$ cat config.mk
export PLATFORM = sky130hd
export DESIGN_NAME = comp_serial_lsb
export DESIGN_NICKNAME = d
export VERILOG_FILES = /design/src/rtl/comp_pkg.sv /design/src/rtl/comp_serial_cell.sv /design/src/rtl/comp_serial_lsb.sv
export SDC_FILE = /design/constraint.sdc
export NUM_CORES = 1
export LEC_CHECK = 0
export ABC_AREA = 1
export BUFFER_PORTS_ARGS = -buffer_cell sky130_fd_sc_hd__buf_2
export CAP_MARGIN = 20
export CORE_ASPECT_RATIO = 1.75
export CORE_UTILIZATION = 40
export DETAILED_ROUTE_END_ITERATION = 7
export HOLD_SLACK_MARGIN = 0.08
export PLACE_DENSITY = 0.64
export SLEW_MARGIN = 15
export SYNTH_ARGS = -nofsm -noshare
export SYNTH_HDL_FRONTEND = slang
export SYNTH_SLANG_ARGS = --single-unit
$ cat constraint.sdc
create_clock -name clk -period 2.25 [get_ports clk]
set_input_delay 0.45 -clock clk [delete_from_list [all_inputs] [get_ports clk]]
set_output_delay 0.45 -clock clk [all_outputs]
set_load 0.05 [all_outputs]
$ cat src/rtl/comp_pkg.sv
// Shared types and helpers for the bit-serial magnitude comparator.
package comp_pkg;

  // Controller states.
  typedef enum logic [1:0] {
    ST_IDLE = 2'b00,
    ST_RUN  = 2'b01,
    ST_DONE = 2'b10
  } state_e;

  // Encoded comparison result; 2'b11 never occurs.
  typedef enum logic [1:0] {
    RES_EQ = 2'b00,
    RES_GT = 2'b01,
    RES_LT = 2'b10
  } res_e;

  // Decode an encoded result to one-hot {gout, eout, lout}.
  function automatic logic [2:0] res_decode(input logic [1:0] r);
    logic [2:0] gel;
    case (r)
      RES_EQ:  gel = 3'b010;
      RES_GT:  gel = 3'b100;
      RES_LT:  gel = 3'b001;
      default: gel = 3'b000;
    endcase
    return gel;
  endfunction

  // Bit-counter width: clog2(w), never below one bit.
  function automatic int cnt_width(input int w);
    return (w < 2) ? 1 : $clog2(w);
  endfunction

endpackage

$ cat src/rtl/comp_serial_cell.sv
// One LSB-first update step: a differing bit overrides whatever the lower bits decided.
module comp_serial_cell
  import comp_pkg::*;
(
  input  logic       a_bit,
  input  logic       b_bit,
  input  logic [1:0] part_in,
  output logic [1:0] part_out
);

  // Later (more significant) differing bits take precedence over the carried partial.
  always_comb begin
    part_out = part_in;
    if (a_bit && !b_bit) begin
      part_out = RES_GT;
    end else if (!a_bit && b_bit) begin
      part_out = RES_LT;
    end
  end

endmodule

$ cat src/rtl/comp_serial_lsb.sv
// Bit-serial unsigned magnitude comparator, LSB first, one bit per clock,
// valid/ready handshake on operands and result.
module comp_serial_lsb
  import comp_pkg::*;
#(
  parameter int WIDTH = 8
) (
  input  logic             clk,
  input  logic             rst,
  input  logic             in_valid,
  output logic             in_ready,
  input  logic [WIDTH-1:0] a,
  input  logic [WIDTH-1:0] b,
  output logic             out_valid,
  input  logic             out_ready,
  output logic             gout,
  output logic             eout,
  output logic             lout
);

  localparam int               CNT_W    = cnt_width(WIDTH);
  localparam logic [CNT_W-1:0] CNT_LAST = CNT_W'(WIDTH - 1);

  state_e           state_q, state_d;
  logic [WIDTH-1:0] a_sr_q, a_sr_d;
  logic [WIDTH-1:0] b_sr_q, b_sr_d;
  logic [CNT_W-1:0] cnt_q, cnt_d;
  logic [1:0]       part_q, part_d;
  logic [2:0]       gel_q, gel_d;
  logic             out_valid_q, out_valid_d;
  logic [1:0]       part_nxt;

  comp_serial_cell u_cell (
    .a_bit    (a_sr_q[0]),
    .b_bit    (b_sr_q[0]),
    .part_in  (part_q),
    .part_out (part_nxt)
  );

  // State register; async reset discards any comparison in flight.
  always_ff @(posedge clk or posedge rst) begin
    if (rst) begin
      state_q <= ST_IDLE;
    end else begin
      state_q <= state_d;
    end
  end

  // Next-state: accept in IDLE, fixed WIDTH cycles in RUN, wait for consumer in DONE.
  always_comb begin
    state_d = state_q;
    case (state_q)
      ST_IDLE: if (in_valid) state_d = ST_RUN;
      ST_RUN:  if (cnt_q == CNT_LAST) state_d = ST_DONE;
      ST_DONE: if (out_ready) state_d = ST_IDLE;
      default: state_d = ST_IDLE;
    endcase
  end

  // Outputs: ready only in IDLE and never while reset is held.
  always_comb begin
    in_ready  = (state_q == ST_IDLE) && !rst;
    out_valid = out_valid_q;
    gout      = gel_q[2];
    eout      = gel_q[1];
    lout      = gel_q[0];
  end

  // Datapath next values: capture, shift/count/update, register result, clear on handshake.
  always_comb begin
    a_sr_d      = a_sr_q;
    b_sr_d      = b_sr_q;
    cnt_d       = cnt_q;
    part_d      = part_q;
    gel_d       = gel_q;
    out_valid_d = out_valid_q;
    case (state_q)
      ST_IDLE: begin
        if (in_valid) begin
          a_sr_d = a;
          b_sr_d = b;
          cnt_d  = '0;
          part_d = RES_EQ;
        end
      end
      ST_RUN: begin
        a_sr_d = a_sr_q >> 1;
        b_sr_d = b_sr_q >> 1;
        part_d = part_nxt;
        if (cnt_q == CNT_LAST) begin
          gel_d       = res_decode(part_nxt);
          out_valid_d = 1'b1;
        end else begin
          cnt_d = cnt_q + CNT_W'(1);
        end
      end
      ST_DONE: begin
        if (out_ready) begin
          gel_d       = 3'b000;
          out_valid_d = 1'b0;
        end
      end
      default: begin
        gel_d       = 3'b000;
        out_valid_d = 1'b0;
      end
    endcase
  end

  // Datapath registers; all clear on reset so no stale result survives.
  always_ff @(posedge clk or posedge rst) begin
    if (rst) begin
      a_sr_q      <= '0;
      b_sr_q      <= '0;
      cnt_q       <= '0;
      part_q      <= RES_EQ;
      gel_q       <= 3'b000;
      out_valid_q <= 1'b0;
    end else begin
      a_sr_q      <= a_sr_d;
      b_sr_q      <= b_sr_d;
      cnt_q       <= cnt_d;
      part_q      <= part_d;
      gel_q       <= gel_d;
      out_valid_q <= out_valid_d;
    end
  end

endmodule

==> impl_metrics.tcl <==
set metrics [dict create \
    avgSynthCellArea_sq_um 8.64 \
    root_buffer "clkbuf_8" \
    synth_area_leaders "dfrtp_1 (52%), nand2_1 (12%), o21ai_0 (6.1%), a21oi_2 (6.0%), nor2_1 (4.9%)" \
    cp.arrival_ps 1240 \
    skew_ps 3.78 \
    io-pin-count 25 \
    fin_area_sq_um 1500 \
    die_h_microns 77.6 \
    cts_buffers 3 \
    yosys.area.top_type "dfrtp_1" \
    yosys_warnings 0 \
    grt_pass1_wl_microns 4440 \
    port-buffer-count 24 \
    hold_buffers 0 \
    stdcell_count 219 \
    drt_iter0_markers 43 \
    cts_setup_buffers 0 \
    cap_viol_max_count 0 \
    grt_use_total 0.167 \
    cts_resized 0 \
    period_needed_ps 1690 \
    antenna_found_initial 0 \
    r2r_slack_ps 830 \
    grt_max_degree 28 \
    setup_viol 0 \
    drt-pass1-iter-count 4 \
    vias 1069 \
    fmaxAchievable_mhz 593 \
    die_w_microns 45.2 \
    crit_start "state_q[1]$_DFFE_PP0P_" \
    synth_nets 173 \
    p_leak_nw 0.770 \
    ff2ff_path_depth 8 \
    cts_buffer_depth 2 \
    peakVddDrop_uv 597 \
    dp_cells 215 \
    dieArea_sq_um 3500 \
    start_util 0.415 \
    area_growth_pct 15.0 \
    gp_congestion 0.733 \
    timing.slew.headroom 0.761 \
    grt_pass1_vias 1082 \
    wl_microns 2470 \
    critPathMaxFanout 6 \
    postRouteAntennaNets 0 \
    hold_ws_ps 226 \
    synth_top_area_share 0.518 \
    min_path_type "input port to async pin" \
    place_area_sq_um 1450 \
    htreeDepth 1 \
    post-route-period-util 0.750 \
    fp-row-count 27 \
    p_per_area_nw_per_um2 1330 \
    required_ps 1800 \
    viasPerCell 4.88 \
    cts_sinks 27 \
    rsz0062_at_grt "no" \
    critPathKind "flip-flop to output port" \
    status "completed" \
    cp-start-kind "flip-flop" \
    tightestPinTransition_ps 358 \
    clkTransAtPathRegs_ps 90 \
    dpl_worst_slack_ps 836 \
    wl_per_cell_microns 11.3 \
    ys_ff_latch 27 \
    ys_types 21 \
    setup_slack_ps 563 \
    hold_viol 0 \
    gr-total-overflow 0 \
    fin_nets 199 \
    synth-seq-area-share 0.518 \
    slew_violations 0 \
    synth_cells 151 \
    dpl.hpwl_microns 1780 \
    drive_gt1_frac 0.273 \
    r2r-start "cnt_q[0]$_DFFE_PP0P_" \
    worst_r2r_endpoint "cnt_q[0]$_DFFE_PP0P_" \
    finalSetupTns_ps 0 \
    drcViolationCount 0 \
    netlist_area_sq_um 1310 \
    diodes 0 \
    layout_common_cells "nand2_1 (43), dfrtp_1 (27), buf_2 (24)" \
    cts_tree "built" \
    clk_latency_ps 270 \
    coreArea_sq_um 3140 \
    final_common_cell "nand2_1" \
    critPathCaptureType "output port" \
]
[synthesized netlist by cell type, drive strengths merged]
library cell / instances
nand2: 45
nand3: 8
o22ai: 1
o21ai: 17
nor2: 19
nor3: 1
a21o: 1
ha: 2
nand3b: 1
inv: 10
buf: 5
dfrtp: 27
a21oi: 14
[critical path, cell delays in order (launching register included)]
cell     delay [ps]
dfrtp_1         480
nor3_1          200
buf_2           290
[area by class of cell]
cell class,count,area (sq um)
fillers,309,1640
repair buffers,26,135
multi-input cells,109,549
clock inverters,1,7.51
flip-flops and latches,27,676
clock buffers,3,41.3
well taps,43,53.8
inverters,10,37.5
[worst max path at each step]
stage / endpoint / slack (ps) / cells past startpoint
final: in_ready / 560 / 2
after CTS: in_ready / 560 / 2
after floorplan: in_ready / 250 / 1
after global placement: in_ready / 850 / 3
after detailed placement: in_ready / 840 / 3
after global routing: in_ready / 480 / 2
[sequential cells by signal, indices dropped and copies added, names as in the netlist]
| name | cells |
|---|---|
| b_sr_q | 8 |
| out_valid | 1 |
| a_sr_q | 8 |
| part_q | 2 |
| gel_q | 3 |
| state_q | 2 |
| cnt_q | 3 |
[metal layers]
metal | vias to the layer above | GRT usage | wire, microns
met5 | - | 0 | 0
met4 | 0 | 0.0636 | 42
met3 | 4 | 0.0209 | 43
met2 | 19 | 0.296 | 1320
met1 | 513 | 0.193 | 1060
li1 | 533 | - | -
[metrics by stage]
step,utilization,total power [mW]
after global placement,0.462,1.70
after detailed placement,0.462,1.74
after CTS,0.477,2.02
final,0.477,2.00
after global routing,0.477,2.19
after floorplan,-,1.57
[where the power goes]
group | internal, mW | total, mW | switching (mW)
registers | 0.695 | 0.815 | 0.121
logic | 0.305 | 0.905 | 0.601
clock network | 0.126 | 0.276 | 0.150
[cell families after synthesis]
group                      Yosys count  synth area share
AOI/OAI and AO/OA                   33             0.158
adders and majority gates            2            0.0192
buffers and inverters               15            0.0613
DFF                                 27             0.518
and+or+nand+nor                     74             0.244
Note: power is estimated with default switching activity, not from simulation.
